### config.mk
export PLATFORM = sky130hd
export DESIGN_NAME = seg_scan_ctrl
export DESIGN_NICKNAME = d
export VERILOG_FILES = /design/src/rtl/seg_pkg.sv /design/src/rtl/hex_to_seg.sv /design/src/rtl/seg_scan_ctrl.sv
export SDC_FILE = /design/constraint.sdc
export NUM_CORES = 1
export LEC_CHECK = 0
export BUFFER_PORTS_ARGS = -buffer_cell sky130_fd_sc_hd__buf_4
export CAP_MARGIN = 10
export CORE_MARGIN = 4
export CORE_UTILIZATION = 30
export CTS_CLUSTER_SIZE = 40
export DETAILED_ROUTE_END_ITERATION = 8
export GPL_TIMING_DRIVEN = 0
export MAX_ROUTING_LAYER = met4
export SYNTH_ARGS = -nofsm -noshare
export SYNTH_HDL_FRONTEND = slang
export SYNTH_HIERARCHICAL = 1
export SYNTH_SLANG_ARGS = --single-unit
### constraint.sdc
create_clock -name CLK -period 7.2 [get_ports CLK]
set_input_delay 0.72 -clock CLK [delete_from_list [all_inputs] [get_ports CLK]]
set_output_delay 0.72 -clock CLK [all_outputs]
set_load 0.02 [all_outputs]
### src/rtl/seg_pkg.sv
// Shared definitions for the seven-segment scan controller.
//   scan_state_t : GAP (all digits dark) / SHOW (one digit lit)
//   disp_word_t  : 16-bit hex value plus per-digit decimal points
//   SEG_TABLE    : hex -> segment decode, active-low, bit order g..a
//   SEG_OFF / CS_OFF : idle (dark) values for Dis / Cs
package seg_pkg;

  typedef enum logic {ST_GAP, ST_SHOW} scan_state_t;

  typedef struct packed {
    logic [15:0] val;
    logic [3:0]  dp;
  } disp_word_t;

  localparam logic [7:0] SEG_OFF = 8'hFF;
  localparam logic [3:0] CS_OFF  = 4'hF;

  localparam logic [6:0] SEG_TABLE [16] = '{
    7'h40, 7'h79, 7'h24, 7'h30,   // 0 1 2 3
    7'h19, 7'h12, 7'h02, 7'h78,   // 4 5 6 7
    7'h00, 7'h10, 7'h08, 7'h03,   // 8 9 A b
    7'h46, 7'h21, 7'h06, 7'h0E    // C d E F
  };

endpackage

### src/rtl/hex_to_seg.sv
// Combinational hex digit to seven-segment decoder.
//   i_hex : 4-bit nibble
//   o_seg : segments g..a, active-low
module hex_to_seg
  import seg_pkg::*;
(
  input  logic [3:0] i_hex,
  output logic [6:0] o_seg
);

  assign o_seg = SEG_TABLE[i_hex];

endmodule

### src/rtl/seg_scan_ctrl.sv
// Scan scheduler for a 4-digit multiplexed seven-segment display.
// Time-shares the segment bus between digits 0..3 with a blanking gap
// between digits; new values are taken through valid/ready into a
// pending buffer and copied to the displayed shadow only at the frame
// boundary, so a frame never shows a mix of two values.
//   CLK, RST          : clock, async active-low reset
//   value, dp_mask    : 4 hex nibbles (nibble 0 = rightmost) + dp per digit
//   value_vld/_rdy    : input handshake
//   lz_en             : leading-zero blanking, used live
//   Dis               : segments, active-low, Dis[7]=dp (registered)
//   Cs                : digit selects, active-low one-cold (registered)
module seg_scan_ctrl
  import seg_pkg::*;
#(
  parameter int DIV   = 50000,
  parameter int BLANK = 500
) (
  input  logic        CLK,
  input  logic        RST,
  input  logic [15:0] value,
  input  logic [3:0]  dp_mask,
  input  logic        value_vld,
  output logic        value_rdy,
  input  logic        lz_en,
  output logic [7:0]  Dis,
  output logic [3:0]  Cs
);

  localparam int CNT_MAX = (DIV > BLANK) ? DIV : BLANK;
  localparam int CW      = (CNT_MAX > 1) ? $clog2(CNT_MAX) : 1;
  localparam logic [CW-1:0] DIV_LAST   = CW'(DIV - 1);
  localparam logic [CW-1:0] BLANK_LAST = CW'(BLANK - 1);

  scan_state_t   r_state, w_state_nxt;
  logic [1:0]    r_idx, w_idx_nxt;
  logic [CW-1:0] r_cnt, w_cnt_nxt;
  disp_word_t    r_shadow, r_pend, w_shadow_nxt;
  logic          r_pend_full;
  logic [3:0]    r_cs, w_cs_nxt;
  logic [7:0]    r_dis, w_dis_nxt;
  logic          w_xfer, w_accept, w_blank;
  logic [3:0]    w_nib;
  logic [6:0]    w_seg;
  logic [15:0]   w_hi;

  // Frame boundary: last gap cycle before digit 0 lights.
  assign w_xfer    = (r_state == ST_GAP) && (r_idx == 2'd3) && (r_cnt == BLANK_LAST);
  assign value_rdy = !r_pend_full || w_xfer;
  assign w_accept  = value_vld && value_rdy;

  assign w_shadow_nxt = (w_xfer && r_pend_full) ? r_pend : r_shadow;

  // Next-state scheduling
  always_comb begin
    w_state_nxt = r_state;
    w_idx_nxt   = r_idx;
    w_cnt_nxt   = r_cnt + 1'b1;
    case (r_state)
      ST_GAP: if (r_cnt == BLANK_LAST) begin
        w_state_nxt = ST_SHOW;
        w_idx_nxt   = r_idx + 2'd1;
        w_cnt_nxt   = '0;
      end
      ST_SHOW: if (r_cnt == DIV_LAST) begin
        w_state_nxt = ST_GAP;
        w_cnt_nxt   = '0;
      end
      default: begin
        w_state_nxt = ST_GAP;
        w_cnt_nxt   = '0;
      end
    endcase
  end

  // Outputs are computed from the next state (including a shadow update
  // on this edge) so Cs and Dis switch together with the state and never
  // pair a digit with stale segment data.
  assign w_nib = w_shadow_nxt.val[{w_idx_nxt, 2'b00} +: 4];
  assign w_hi  = w_shadow_nxt.val >> {w_idx_nxt, 2'b00};
  assign w_blank = lz_en && (w_idx_nxt != 2'd0) && (w_hi == 16'h0);

  hex_to_seg u_dec (
    .i_hex (w_nib),
    .o_seg (w_seg)
  );

  always_comb begin
    w_cs_nxt  = CS_OFF;
    w_dis_nxt = SEG_OFF;
    if (w_state_nxt == ST_SHOW && !w_blank) begin
      w_cs_nxt  = ~(4'b0001 << w_idx_nxt);
      w_dis_nxt = {~w_shadow_nxt.dp[w_idx_nxt], w_seg};
    end
  end

  always_ff @(posedge CLK or negedge RST) begin
    if (!RST) begin
      r_state     <= ST_GAP;
      r_idx       <= 2'd3;
      r_cnt       <= '0;
      r_shadow    <= '0;
      r_pend      <= '0;
      r_pend_full <= 1'b0;
      r_cs        <= CS_OFF;
      r_dis       <= SEG_OFF;
    end else begin
      r_state  <= w_state_nxt;
      r_idx    <= w_idx_nxt;
      r_cnt    <= w_cnt_nxt;
      r_shadow <= w_shadow_nxt;
      r_cs     <= w_cs_nxt;
      r_dis    <= w_dis_nxt;
      // An accept on the xfer edge refills pending while shadow takes the old one.
      if (w_accept) begin
        r_pend      <= '{val: value, dp: dp_mask};
        r_pend_full <= 1'b1;
      end else if (w_xfer) begin
        r_pend_full <= 1'b0;
      end
    end
  end

  assign Cs  = r_cs;
  assign Dis = r_dis;

endmodule
-- Word level (Yosys, flattened, before mapping)
Memories as Yosys holds them, arrays and structs flattened.
Index checks and enable logic that the tools add are counted.
- input port bits: 24
- memories: 1
- bits in read-only memories: 112
- bits in registers: 72
- memory list (name ; words ; width ; read ports ; clocked after Yosys merged registers in ; write ports ; line ; source):
    (no name shown) ; 16 ; 7 ; 1 ; 0 ; 0 ; hex_to_seg.sv:11 ; assign o_seg = SEG_TABLE[i_hex];
- reductions and logical operators: 13
- order comparisons: 2
- $add $sub $neg: 2
- shift operators: 3
- bitwise gates (word level): 4
- multiplexer cells: 17
- equality and inequality tests: 3
- operator list (cell ; number):
    $mux 16 ; 2
    $pmux 16 s2 ; 1
    $mux 20 ; 1
    $add 16x1->16 const B ; 1
    $eq 16x16->1 const B ; 1
    $eq 16x9->1 const B ; 1
    $logic_not 16->1 ; 1
    $shiftx 16x5->4 ; 1
    $shr 16x4->16 ; 1
    $mux 7 ; 2
    $mux 8 ; 1
    $logic_and 1x1->1 ; 7
    $ge 5x5->1 const B ; 1
    $mux 1 ; 5
    $not 4->5 ; 1
    $mux 2 ; 2
    $mux 4 ; 1
    $not 4->4 ; 1
    $reduce_bool 2->1 ; 2
    $shl 1x2->4 const A ; 1
    $lt 2x3->1 const B ; 1
    $add 2x1->2 const B ; 1
    $bmux 1 s2 ; 1
    $eq 2x2->1 const B ; 1
    4 further kinds ; 6

-- Depth between registers and ports, before layout
Gate-level depths: netlist of the first run.
- depth in word-level cells: 11
- gate-level depth with buffers: 16
- mapped depth without buffers: 15

-- Hierarchy
The synthesis of the first run kept the hierarchy.
- modules (own cells, without submodules) (module ; cells each ; times used ; area an instance (µm²)):
    seg_scan_ctrl ; 258 ; 1 ; 3125.5
    hex_to_seg ; 32 ; 1 ; 275.3

-- Least setup slack after synthesis of the first run
No wires, ideal clock.
- kind: register to register
- start: reg r_cnt[0]
- end: reg r_dis[3], in the netlist Dis[3]
- stages on the path, launching flop included: 16
- library setup time: 0.077 ns
- path buffers: 2
- arrival time: 3.081 ns
- slack: 4.042 ns
- cell sequence: dfrtp_1 ha_1 nor4b_2 and4_1 buf_4 nand2_4 buf_6 mux2_2 o22ai_1 nor2_1 inv_1 ha_1 inv_1 mux4_1 nor2_1 nand2_1
- RTL lines (item ; line ; source):
    start, declared ; seg_scan_ctrl.sv:36 ; logic [CW-1:0] r_cnt, w_cnt_nxt;
    start signal, assigned ; seg_scan_ctrl.sv:109 ; r_cnt <= w_cnt_nxt;
    end signal, assigned ; seg_scan_ctrl.sv:112 ; r_dis <= w_dis_nxt;
    end, declared ; seg_scan_ctrl.sv:40 ; logic [7:0] r_dis, w_dis_nxt;

-- Final worst setup path of the first run
- start: reg r_cnt[0]
- end: reg r_dis[3], in the netlist Dis[3]
- elaborated cells on any way between the ends: 23
- those cells by class: 2 x eq/ne; 2 x shift; 9 x mux; 1 x bitwise; 8 x reduce/logical; 1 x memory
- RTL lines (item ; line ; source):
    $eq 16x9->1 ; seg_scan_ctrl.sv:59 ; ST_GAP: if (r_cnt == BLANK_LAST) begin
    $mux 2 ; seg_scan_ctrl.sv:59 ;
    $mux 2 ; seg_scan_ctrl.sv:58 ; case (r_state)
    net w_idx_nxt[1] ; seg_scan_ctrl.sv:35 ; logic [1:0] r_idx, w_idx_nxt;
    $shr 16x4->16 ; seg_scan_ctrl.sv:79 ; assign w_hi = w_shadow_nxt.val >> {w_idx_nxt, 2'b00};
    net w_hi[0] ; seg_scan_ctrl.sv:44 ; logic [15:0] w_hi;
    $logic_not 16->1 ; seg_scan_ctrl.sv:80 ; assign w_blank = lz_en && (w_idx_nxt != 2'd0) && (w_hi == 16'h0);
    $logic_and 1x1->1 ; seg_scan_ctrl.sv:80 ;
    $logic_not 1->1 ; seg_scan_ctrl.sv:90 ; if (w_state_nxt == ST_SHOW && !w_blank) begin
    $logic_and 1x1->1 ; seg_scan_ctrl.sv:90 ;
    $mux 8 ; seg_scan_ctrl.sv:90 ;
    net w_dis_nxt[3] ; seg_scan_ctrl.sv:40 ;
The timed path passes the listed nets, and every way through them passes these cells. The select of a mux whose other input is x is not followed.
A chain may end at the register's enable or synchronous reset.

==> summary.md, run 1 <==
| Metric | Value |
|---|---|
| Status | finished clean |
| Hold WS | 0.469 ns |
| ANT cells | 0 |
| Setup repair after global routing missed its margin | false |
| Ports | 37 |
| Post-CTS setup repair buffer count | 0 |
| Fin Clk Skew | approximately 0.011 ns |
| Rows | 38 |
| Reg2reg path depth | 14 |
| Cells after Synth | 290 |
| Post-cts resize count | 0 |
| Max frequency | between 0.2 and 0.3 GHz |
| Max_cap viols | 0 |
| CTS Buf Count | 9 |
| Post-Syn Nets | around 320 |
| Die Area | 13100 µm² |
| Vias | 2289 |
| CTS Sinks | between 70 and 80 |
| Largest family of logic cells by synthesized area | simple AND/OR/NAND/NOR gates |
| Fill count | between 1k and 1.5k |
| Initial Util | a little over 30% |
| Critical Path Fanout Max | 8 |
| Share of cells above drive strength 1 | 34.2% |
| Crit path DAT | approximately 4.0 ns |
| Final min period | 3.75 ns |
| RR Startpoint | r_cnt[0]$_DFF_PN0_ |
| CTS tree | yes |
| Sw Share | 21.1% |
| Wirelength, routed | 6.54 mm |
| Global placement routability congestion | 0.824 |
| Clk slew on worst S/H paths | 0.06 ns |
| Pwr Density | 212 nW/µm² |
| Hold Crit Class | reg -> reg |
| Layout area overhead | 22.3% |
| I/O Buffers | 36 |
| Root buf cell | clkbuf_16 |
| Vias in the first global route | 2345 |
| CP required | 7.45 ns |
| Post-synth top cells | dfrtp_1 (58), mux2_2 (36), nor2_1 (30) |
| Clk pwr share | roughly 52% |
| Cts hold-fix bufs | 0 |
| CP Class | reg -> reg |
| Residual DRC | 0 |
| Max rail drop VDD | about 0.16 mV |
| DP Area | 3850 µm² |
| Final net count | 370 |
| Initial antenna violation count | 0 |
| Core box area | 11000 µm² |
| Setup TNS | 0 ns |
| Synth top area share | 42.7% |
| Design Power | roughly 0.9 mW |
| Max Slew Vio Count | 0 |
| Max clock buf depth | 2 |
| P_sw | 0.186 mW |
| Synth Warn # | 6 |
| Ys async rst share | 100% |
| Predominant post-synthesis flop cell | dfrtp_1 |
| #FFs+latches synth | between 70 and 80 |
| Vias per cell | between 4 and 5 |
| Cell taking the most area after synthesis | dfrtp_1 |
| Compound-gate portion of the synthesized area | 3.61% |
| Die height | 114 µm |
| Design Area, Final | 4160 µm² |
| Count leader, synth | dfrtp_1 |
| Multiplexer share of the synthesized area | 16.2% |
| Die Wd | between 100 and 150 µm |
| First-pass GRT wire length | ~11 mm |
| XOR/XNOR Fraction of Synth Area | 3.86% |
| Post-Syn Area | 3400 µm² |
| Pin count of the biggest net entering global routing | 73 |
| Register area share after synthesis | 53.5% |
| Syn avg cell area | 11.7 µm² |
| Top cells by area, synth | dfrtp_1 (43%), mux2_2 (12%), dfstp_2 (11%) |
| Final hold violation count | 0 |
| P_leak | 2.05 nW |
| Worst R2R Setup Slack | 3.45 ns |
| Element type at the critical path start | register |
| Post-route ant nets | 0 |
| Final setup viols | 0 |
| TritonRoute pass-1 iters | 4 |
| Setup crit end | Dis[3]$_DFF_PN1_ |
| Worst setup EP type | register |
| R2R Path End | Dis[3]$_DFF_PN1_ |
| Synth cell types | 40 |
| GR Util All Layers | between 10% and 20% |
| Grt ovf | 0 |
| Clock Latency Late Sink | 0.33 ns |
| Post-synth EDFFs | 0 |
| Crit path from | r_cnt[0]$_DFF_PN0_ |
| Seq pwr share | 45.9% |
| Worst Tran Pin Value | 0.887 ns |
| Int Pwr | 0.696 mW |
| Post-synthesis adder-cell area fraction | 3.31% |
| Initial DRC Count | 85 |
| Fraction of the mapped netlist area in simple logic gates | 16.5% |
| Post-DP HPWL | 4.83 mm |
| Comb pwr share | 1.9% |
| H-tree depth | 3 |
| Relative slew slack | a little over 40% |
| Fin crit share | 52.1% |
| Routed len/inst | 13.6 µm |
-- cell usage in the layout (no fill, tap or decap), types with 2 or more instances in the layout --
cell type,count
a21oi_1,2
a22o_1,2
and3_1,5
buf_2,3
buf_4,37
buf_6,3
clkbuf_1,4
clkbuf_16,9
dfrtp_1,58
dfstp_2,14
ha_1,9
inv_1,8
inv_6,3
mux2_2,36
mux2_4,2
mux2i_1,9
nand2_1,28
nand3_1,15
nand4_1,8
nor2_1,30
nor3_1,5
nor4_1,5
o21ai_0,7
o22ai_1,5
xnor2_1,7
xor2_1,8
-- logic make-up (layout without fill, tap and decap cells) --
group / count (synthesis) / after routing
buf+inv: 19 / 71
simple gates: 108 / 108
compound gates: 19 / 19
mux: 48 / 48
xor+xnor: 15 / 15
flops: 72 / 72
fa+ha+maj: 9 / 9
-- power by group through the flow --
| stage | clock network, mW | logic [mW] | registers (mW) |
|---|---|---|---|
| detailed placement | 0 | 0.0178 | 0.412 |
| floorplan | 0 | 0.000220 | 0.412 |
| finish | 0.460 | 0.0169 | 0.405 |
| global placement | 0 | 0.0175 | 0.412 |
| global route | 0.489 | 0.0194 | 0.405 |
| CTS | 0.474 | 0.0178 | 0.405 |
-- critical path, stage by stage, from the launching register on --
cell and delay (ns):
dfrtp_1 0.37, ha_1 0.21, nor4b_2 0.29, nand4_1 0.36, mux2i_1 0.34, inv_1 0.19
nand2_1 0.13, o22ai_1 0.09, nor2_1 0.44, inv_1 0.19, ha_1 0.33, inv_1 0.05
mux4_1 0.48, nor2_1 0.12, nand2_1 0.07
-- per-stage QoR --
stage	setup slack, ns	utilization (%)	std cells
floorplan	4.04	-	290
global placement	3.54	35.0	466
detailed placement	3.48	35.0	466
CTS	3.43	37.9	482
global route	3.05	37.9	482
finish	3.45	37.9	482
-- per-layer routing --
metal	vias up	track usage, %	share of wire (%)
met3	11	2.11	3.6
li1	1113	-	-
met2	40	17.1	49
met5	-	-	0
met4	0	4.59	1.8
met1	1125	13.9	46
-- flip-flops by register name (all words and copies together), names as in the netlist --
signal / flops
r_pend: 20
r_shadow: 20
r_cnt: 16
r_state: 1
Cs: 4
r_idx: 2
Dis: 8
r_pend_full: 1
-- worst min path at each step --
stage                  startpoint                  to  slack (ns)  cells past startpoint
2_1_floorplan                 RST  r_cnt[0]$_DFF_PN0_        0.42                      0
3_3_place_gp   r_cnt[0]$_DFF_PN0_  r_cnt[0]$_DFF_PN0_        0.45                      1
3_5_place_dp   r_cnt[0]$_DFF_PN0_  r_cnt[0]$_DFF_PN0_        0.46                      1
4_1_cts        r_cnt[0]$_DFF_PN0_  r_cnt[0]$_DFF_PN0_        0.47                      1
5_1_grt        r_cnt[0]$_DFF_PN0_  r_cnt[0]$_DFF_PN0_        0.49                      1
6_report       r_cnt[0]$_DFF_PN0_  r_cnt[0]$_DFF_PN0_        0.47                      1
-- area by class of cell --
class | count | area, µm² | area share (%)
Sequential cell | 72 | 1820 | 43.8
Multi-Input combinational cell | 199 | 1480 | 35.6
Timing Repair Buffer | 36 | 270 | 6.50
Clock buffer | 10 | 239 | 5.75
Tap cell | 140 | 175 | 4.21
Clock inverter | 6 | 72.6 | 1.75
Buffer | 11 | 71.3 | 1.72
Inverter | 8 | 30.0 | 0.722
Note: power is estimated with default switching activity, not from simulation.
==> run 2, diff against run 1 <==
- clock period: 7.2 -> 3.9 ns (I/O delays scaled with it)
==> summary.md, run 2 (same netlist as run 1, synthesis figures left out) <==
| Metric | Value |
|---|---|
| Status | finished clean (unchanged) |
| Setup crit end | Dis[0]$_DFF_PN1_ (was Dis[3]$_DFF_PN1_) |
| Met3 usage | 2.11% (unchanged) |
| Max_cap viols | 0 (unchanged) |
| Setup TNS | 0 ns (unchanged) |
| Met1 GRT Util | 13.9% (unchanged) |
| Die Area | 13100 µm² (unchanged) |
| Int Pwr | 1.28 mW (was 0.696 mW) |
| Final net count | 372 (was 370) |
| Post-DP HPWL | 4.83 mm (unchanged) |
| Max clock buf depth | 2 (unchanged) |
| Commonest non-fill, non-tap cell in the layout | dfrtp_1 (unchanged) |
| Core box area | 11000 µm² (unchanged) |
| Initial antenna violation count | 0 (unchanged) |
| Clock Latency Late Sink | 0.33 ns (about the same) |
| Global placement routability congestion | 0.824 (unchanged) |
| Clk slew on worst S/H paths | 0.06 ns (about the same) |
| CP required | 4.16 ns (was 7.45 ns) |
| Met2 Resource Use GR | 17.1% (unchanged) |
| Biggest regs | r_pend (20), r_shadow (20), r_cnt (16) (unchanged) |
| First-pass GRT wire length | 11.2 mm (unchanged) |
| P_sw | 0.342 mW (was 0.186 mW) |
| Die Wd | 114 µm (unchanged) |
| Seq pwr share | 46.0% (was 45.9%) |
| Residual DRC | 0 (unchanged) |
| Max rail drop VDD | 0.296 mV (was 0.161 mV) |
| Cell total after placement | 466 (unchanged) |
| Design Area, Final | 4180 µm² (was 4160 µm²) |
| R2R Path End | Dis[0]$_DFF_PN1_ (was Dis[3]$_DFF_PN1_) |
| Most Used Layer, Global Route | met2 (unchanged) |
| CTS Sinks | 72 (unchanged) |
| Max Slew Vio Count | 0 (unchanged) |
| Worst R2R Setup Slack | 0.29 ns (was 3.45 ns) |
| P_leak | 2.06 nW (was 2.05 nW) |
| Initial DRC Count | 111 (was 85) |
| ANT cells | 0 (unchanged) |
| Max frequency | 0.277 GHz (was 0.267 GHz) |
| Fin Clk Skew | 0.0102 ns (was 0.0115 ns) |
| Wirelength, routed | 6.58 mm (was 6.54 mm) |
| Rows | 38 (unchanged) |
| CP Class | reg -> reg (unchanged) |
| Grt ovf | 0 (unchanged) |
| Design Power | 1.63 mW (was 0.882 mW) |
| Final setup viols | 0 (unchanged) |
| Worst Tran Pin Value | 0.885 ns (was 0.887 ns) |
| DP Area | 3850 µm² (unchanged) |
| Vias in the first global route | 2345 (unchanged) |
| Setup WS post-layout | 0.289 ns (was 3.45 ns) |
| Vias | 2298 (was 2289) |
| Root buf cell | clkbuf_16 (unchanged) |
| Post-route ant nets | 0 (unchanged) |
| Share of cells above drive strength 1 | 35.2% (was 34.2%) |
| Non-Filler Instances | 484 (was 482) |
| Relative slew slack | 41.0% (was 40.9%) |
| Ports | 37 (unchanged) |
| TritonRoute pass-1 iters | 5 (was 4) |
| Reg2reg path depth | 16 (was 14) |
| Fin crit share | 92.6% (was 52.1%) |
| Layout area overhead | 22.8% (was 22.3%) |
| Sw Share | 21.0% (was 21.1%) |
| Die height | 114 µm (unchanged) |
| Crit path from | r_cnt[0]$_DFF_PN0_ (unchanged) |
| Clk pwr share | 52.1% (was 52.2%) |
| GR Util All Layers | 11.0% (unchanged) |
| Comb pwr share | 1.9% (about the same) |
| I/O Buffers | 36 (unchanged) |
| Final hold violation count | 0 (unchanged) |
| Crit path DAT | 3.87 ns (was 4.00 ns) |
| H-tree depth | 3 (unchanged) |
| Critical Path Fanout Max | 10 (was 8) |
| RR Startpoint | r_cnt[0]$_DFF_PN0_ (unchanged) |
| Vias per cell | 4.75 (about the same) |
| Final min period | 3.61 ns (was 3.75 ns) |
| Hold Crit Class | in -> async (was reg -> reg) |
| Element type at the critical path start | register (unchanged) |
| CTS Buf Count | 9 (unchanged) |
| Commonest non-fill, non-tap cells in the layout | dfrtp_1 (58), buf_4 (39), mux2_2 (36) (was dfrtp_1 (58), buf_4 (37), mux2_2 (36)) |
| Pwr Density | 389 nW/µm² (was 212 nW/µm²) |
| Initial Util | 31.0% (unchanged) |
| Pin count of the biggest net entering global routing | 73 (unchanged) |
| Worst setup EP type | register (unchanged) |
| Pre-CTS WS | 0.180 ns (was 3.48 ns) |
| CTS tree | yes (unchanged) |
| Routed len/inst | 13.6 µm (about the same) |
-- run 2: what timing repair did --
item                                    in CTS  in global routing
resized for setup                            0                  2
hold buffers                                 0                  0
endpoints found under the setup margin       0                  4
buffers inserted                             0                  2
-- run 2: layer usage --
metal	up-vias	wire length (µm)	part of all wire [%]
li1	1117	-	-
met1	1125	3020	46
met2	45	3210	49
met3	11	244	3.7
met4	0	118	1.8
met5	-	0	0
-- run 2: power groups by stage --
stage / logic [mW] / registers, mW / clock network, mW
floorplan: 0.000405 / 0.761 / 0
global placement: 0.0323 / 0.761 / 0
detailed placement: 0.0329 / 0.761 / 0
CTS: 0.0328 / 0.748 / 0.876
global route: 0.0359 / 0.747 / 0.903
finish: 0.0311 / 0.748 / 0.848
-- run 2: final cells by class --
type / instances / area [µm²]
Buffer: 11 / 71.3
Clock buffer: 10 / 239
Clock inverter: 6 / 72.6
Fill cell: 1064 / 6810
Inverter: 8 / 30.0
Multi-Input combinational cell: 199 / 1490
Sequential cell: 72 / 1820
Tap cell: 140 / 175
Timing Repair Buffer: 38 / 285
-- run 2: worst max-delay path: stages, from the launching register on --
cell and delay, ns:
dfrtp_1 0.37, ha_1 0.21, nor4b_2 0.29, and4_1 0.24, buf_4 0.17, xnor2_1 0.17, clkbuf_1 0.42, nand2_1 0.14
o22ai_1 0.24, nor2_2 0.12, inv_1 0.15, ha_1 0.20, and2b_2 0.23, or3b_1 0.36, o21ai_0 0.08, nor2_1 0.07
nand2_1 0.08
-- run 2: stage by stage --
stage	hold slack [ns]	utilization, %
after floorplan	0.0944	-
after global placement	0.450	35.0
after detailed placement	0.464	35.0
after CTS	0.220	37.9
after global routing	0.255	38.0
final	0.180	38.0
-- run 2: worst min path at each step --
stage                                  to               start  depth (start not counted)  slack (ns)
finish              r_pend[2]$_DFFE_PN0P_                 RST                          1        0.18
global route        r_pend[0]$_DFFE_PN0P_                 RST                          1        0.26
CTS                 r_pend[8]$_DFFE_PN0P_                 RST                          1        0.22
detailed placement     r_cnt[0]$_DFF_PN0_  r_cnt[0]$_DFF_PN0_                          1        0.46
global placement       r_cnt[0]$_DFF_PN0_  r_cnt[0]$_DFF_PN0_                          1        0.45
floorplan              r_cnt[0]$_DFF_PN0_                 RST                          0        0.09
==> run 3, diff against run 2 <==
- SYNTH_HIERARCHICAL: 1 -> unset
==> summary.md, run 3 <==
| Metric | Value |
|---|---|
| Final setup viols | 0 (unchanged) |
| TritonRoute pass-1 iters | 4 (was 5) |
| Max_cap viols | 0 (unchanged) |
| Setup WS post-layout | 0.134 ns (was 0.289 ns) |
| Post-DP HPWL | 6.99 mm (was 4.83 mm) |
| Vias in the first global route | 3084 (was 2345) |
| Final net count | 470 (was 372) |
| Clk slew on worst S/H paths | 0.06 ns (about the same) |
| Share of cells above drive strength 1 | 29.8% (was 35.2%) |
| Cells after Synth | 384 (was 290) |
| Die Wd | 122 µm (was 114 µm) |
| Cell taking the most area after synthesis | dfrtp_1 (unchanged) |
| I/O Buffers | 36 (unchanged) |
| Clock Latency Late Sink | 0.34 ns (was 0.33 ns) |
| Crit path max-delay cell type | or4_1 (was clkbuf_1) |
| CTS Buf Count | 9 (unchanged) |
| Cell total after placement | 592 (was 466) |
| Element type at the critical path start | register (unchanged) |
| Top cells by area, synth | dfrtp_1 (37%), dfstp_2 (9.4%), mux2_2 (7.2%) (was dfrtp_1 (43%), mux2_2 (12%), dfstp_2 (11%)) |
| Die height | 122 µm (was 114 µm) |
| Die Area | 14900 µm² (was 13100 µm²) |
| Pre-CTS WS | -0.386 ns (was 0.180 ns) |
| Setup repair after global routing missed its margin | false |
| CP bufs+invs | 1 (was 3) |
| Max clock buf depth | 2 (unchanged) |
| Worst Tran Pin Value | 0.881 ns (was 0.885 ns) |
| Post-route ant nets | 0 (unchanged) |
| Post-synth EDFFs | 0 (unchanged) |
| Wirelength, routed | 9.41 mm (was 6.58 mm) |
| Post-synth top cells | dfrtp_1 (58), nand2_1 (56), nor2_1 (31) (was dfrtp_1 (58), mux2_2 (36), nor2_1 (30)) |
| Initial DRC Count | 231 (was 111) |
| Max frequency | 0.266 GHz (was 0.277 GHz) |
| Routed len/inst | 15.3 µm (was 13.6 µm) |
| Fin Clk Skew | 0.0130 ns (was 0.0102 ns) |
| Ports | 37 (unchanged) |
| Vias | 3126 (was 2298) |
| Non-Filler Instances | 615 (was 484) |
| Grt ovf | 0 (unchanged) |
| Syn avg cell area | 10.2 µm² (was 11.7 µm²) |
| Crit-path cells | ha_2 -> or4b_4 -> or4_4 -> nor3_4 -> mux2_4 -> a221oi_4 -> inv_2 -> ha_2 -> or4_1 -> nand4_1 -> o31ai_2 (was ha_1 -> nor4b_2 -> and4_1 -> buf_4 -> xnor2_1 -> clkbuf_1 -> nand2_1 -> o22ai_1 -> nor2_2 -> inv_1 -> ha_1 -> and2b_2 -> or3b_1 -> o21ai_0 -> nor2_1 -> nand2_1) |
| Crit path DAT | 4.01 ns (was 3.87 ns) |
| Global placement routability congestion | 0.930 (was 0.824) |
| Final hold violation count | 0 (unchanged) |
| CTS tree | yes (unchanged) |
| Worst setup EP type | register (unchanged) |
| Setup TNS | 0 ns (unchanged) |
| Final core area utilization | 37.9% (was 38.0%) |
| Relative slew slack | 41.3% (was 41.0%) |
| Status | finished clean (unchanged) |
| CTS Sinks | 72 (unchanged) |
| P_leak | 2.12 nW (was 2.06 nW) |
| Ys async rst share | 100% (unchanged) |
| Max Slew Vio Count | 0 (unchanged) |
| Rows | 41 (was 38) |
| #FFs+latches synth | 72 (unchanged) |
| GR Util All Layers | 13.6% (was 11.0%) |
| Count leader, synth | dfrtp_1 (unchanged) |
| Hold Crit Class | in -> async (unchanged) |
| Critical Path Fanout Max | 8 (was 10) |
| Crit path largest cell delay | 0.52 ns (was 0.42 ns) |
| Synth top area share | 37.2% (was 42.7%) |
| ANT cells | 0 (unchanged) |
| Post-Syn Area | 3910 µm² (was 3400 µm²) |
| Pwr Density | 330 nW/µm² (was 389 nW/µm²) |
| Root buf cell | clkbuf_16 (unchanged) |
| Fill count | 1269 (was 1064) |
| Fin crit share | 96.6% (was 92.6%) |
| Final min period | 3.77 ns (was 3.61 ns) |
| Initial Util | 30.8% (was 31.0%) |
| Pin count of the biggest net entering global routing | 73 (unchanged) |
| Cts hold-fix bufs | 0 (unchanged) |
| Post-Syn Nets | 416 (was 323) |
| Core box area | 12700 µm² (was 11000 µm²) |
| Worst path top cell family by delay | simple AND/OR/NAND/NOR gates (unchanged) |
| Initial antenna violation count | 0 (unchanged) |
| Register area share after synthesis | 46.6% (was 53.5%) |
| Commonest non-fill, non-tap cell in the layout | dfrtp_1 (unchanged) |
| CP required | 4.15 ns (was 4.16 ns) |
| First-pass GRT wire length | 15.7 mm (was 11.2 mm) |
| Synth cell types | 60 (was 40) |
| CP Class | reg -> reg (unchanged) |
| Max rail drop VDD | 0.178 mV (was 0.296 mV) |
| Predominant post-synthesis flop cell | dfrtp_1 (unchanged) |
| Synth Warn # | 0 (was 6) |
| Biggest regs | r_pend (20), r_shadow (20), r_cnt (16) (unchanged) |
| H-tree depth | 3 (unchanged) |
| Crit-path most repeated cell | ha_2 |
| Vias per cell | 5.08 (was 4.75) |
| Residual DRC | 0 (unchanged) |
| Commonest non-fill, non-tap cells in the layout | dfrtp_1 (58), nand2_1 (56), buf_4 (44) (was dfrtp_1 (58), buf_4 (39), mux2_2 (36)) |
| Layout area overhead | 23.0% (was 22.8%) |
==> run 3: cell count changes after synthesis, moves of 5 or more <==
| cell | before | now |
|---|---|---|
| o22ai_1 | 5 | 0 |
| mux2_2 | 36 | 25 |
| mux2i_1 | 9 | 15 |
| nand2_1 | 28 | 56 |
| clkbuf_1 | 4 | 15 |
| nand4_1 | 8 | 14 |
==> run 3: final timing paths <==
check                                 startpoint                      end  slack, ns  cells after the start
hold reg to reg            r_shadow[0]$_DFF_PN0_    r_shadow[0]$_DFF_PN0_       0.47                      2
max in group asynchronous                    RST    r_shadow[8]$_DFF_PN0_       3.14                      1
min in group CLK                       value_vld  r_pend_full$_DFFE_PN0P_       0.27                      2
setup / recovery              r_cnt[0]$_DFF_PN0_         Dis[0]$_DFF_PN1_       0.13                     11
hold / removal                               RST       r_cnt[6]$_DFF_PN0_       0.17                      1
setup reg to reg              r_cnt[0]$_DFF_PN0_         Dis[0]$_DFF_PN1_       0.13                     11
==> run 3: worst register-to-register path: cells and delay by family (launching register included) <==
kind	cells	cell delay, ns
DFF	1	0.39
AOI/OAI and AO/OA	2	0.49
muxes	1	0.35
buffers and inverters	1	0.11
and+or+nand+nor	5	1.86
adders and majority gates	2	0.49
==> run 3: repair_timing <==
item,4_1_cts,5_1_grt
buffers inserted,3,5
gates resized for setup,3,9
endpoints found under the setup margin,11,10
pin swaps,3,3
==> run 3: cells by family (layout without fill, tap and decap cells) <==
logic type,count (synthesis),after routing,share of synthesized area (%)
buffers and inverters,33,92,4.36
XOR/XNOR,14,14,3.14
AO/OA/AOI/OAI,42,42,8.39
adder cells (fa/ha/maj),8,8,2.56
AND/OR/NAND/NOR,174,174,23.5
multiplexers,41,41,11.4
flip-flops,72,72,46.6
==> run 3: final cells by class <==
class | instances | area, µm² | share of cell area [%]
Multi-Input combinational cell | 279 | 1980 | 41.2
Sequential cell | 72 | 1820 | 37.9
Timing Repair Buffer | 44 | 330 | 6.88
Clock buffer | 10 | 229 | 4.77
Tap cell | 172 | 215 | 4.48
Buffer | 21 | 128 | 2.66
Clock inverter | 6 | 60.1 | 1.25
Inverter | 11 | 41.3 | 0.859
==> run 3: per-stage QoR <==
stage | instance area [µm²] | power, mW | hold WS (ns)
floorplan | 3910 | 0.762 | 0.0944
global placement | 4390 | 0.794 | 0.447
detailed placement | 4390 | 0.795 | 0.451
CTS | 4730 | 1.61 | 0.222
global route | 4800 | 1.64 | 0.279
finish | 4800 | 1.59 | 0.170
==> run 3: layer usage <==
layer | track usage [%] | up-vias | part of all wire, %
li1 | - | 1488 | -
met1 | 18.1 | 1542 | 47
met2 | 20.7 | 78 | 47
met3 | 2.69 | 18 | 3.7
met4 | 4.48 | 0 | 1.8
met5 | - | - | 0
==> run 3: power by group <==
group	switching (mW)	internal, mW
sequential	0	0.748
combinational	0.0171	0.0151
clock	0.316	0.492
total	0.333	1.25
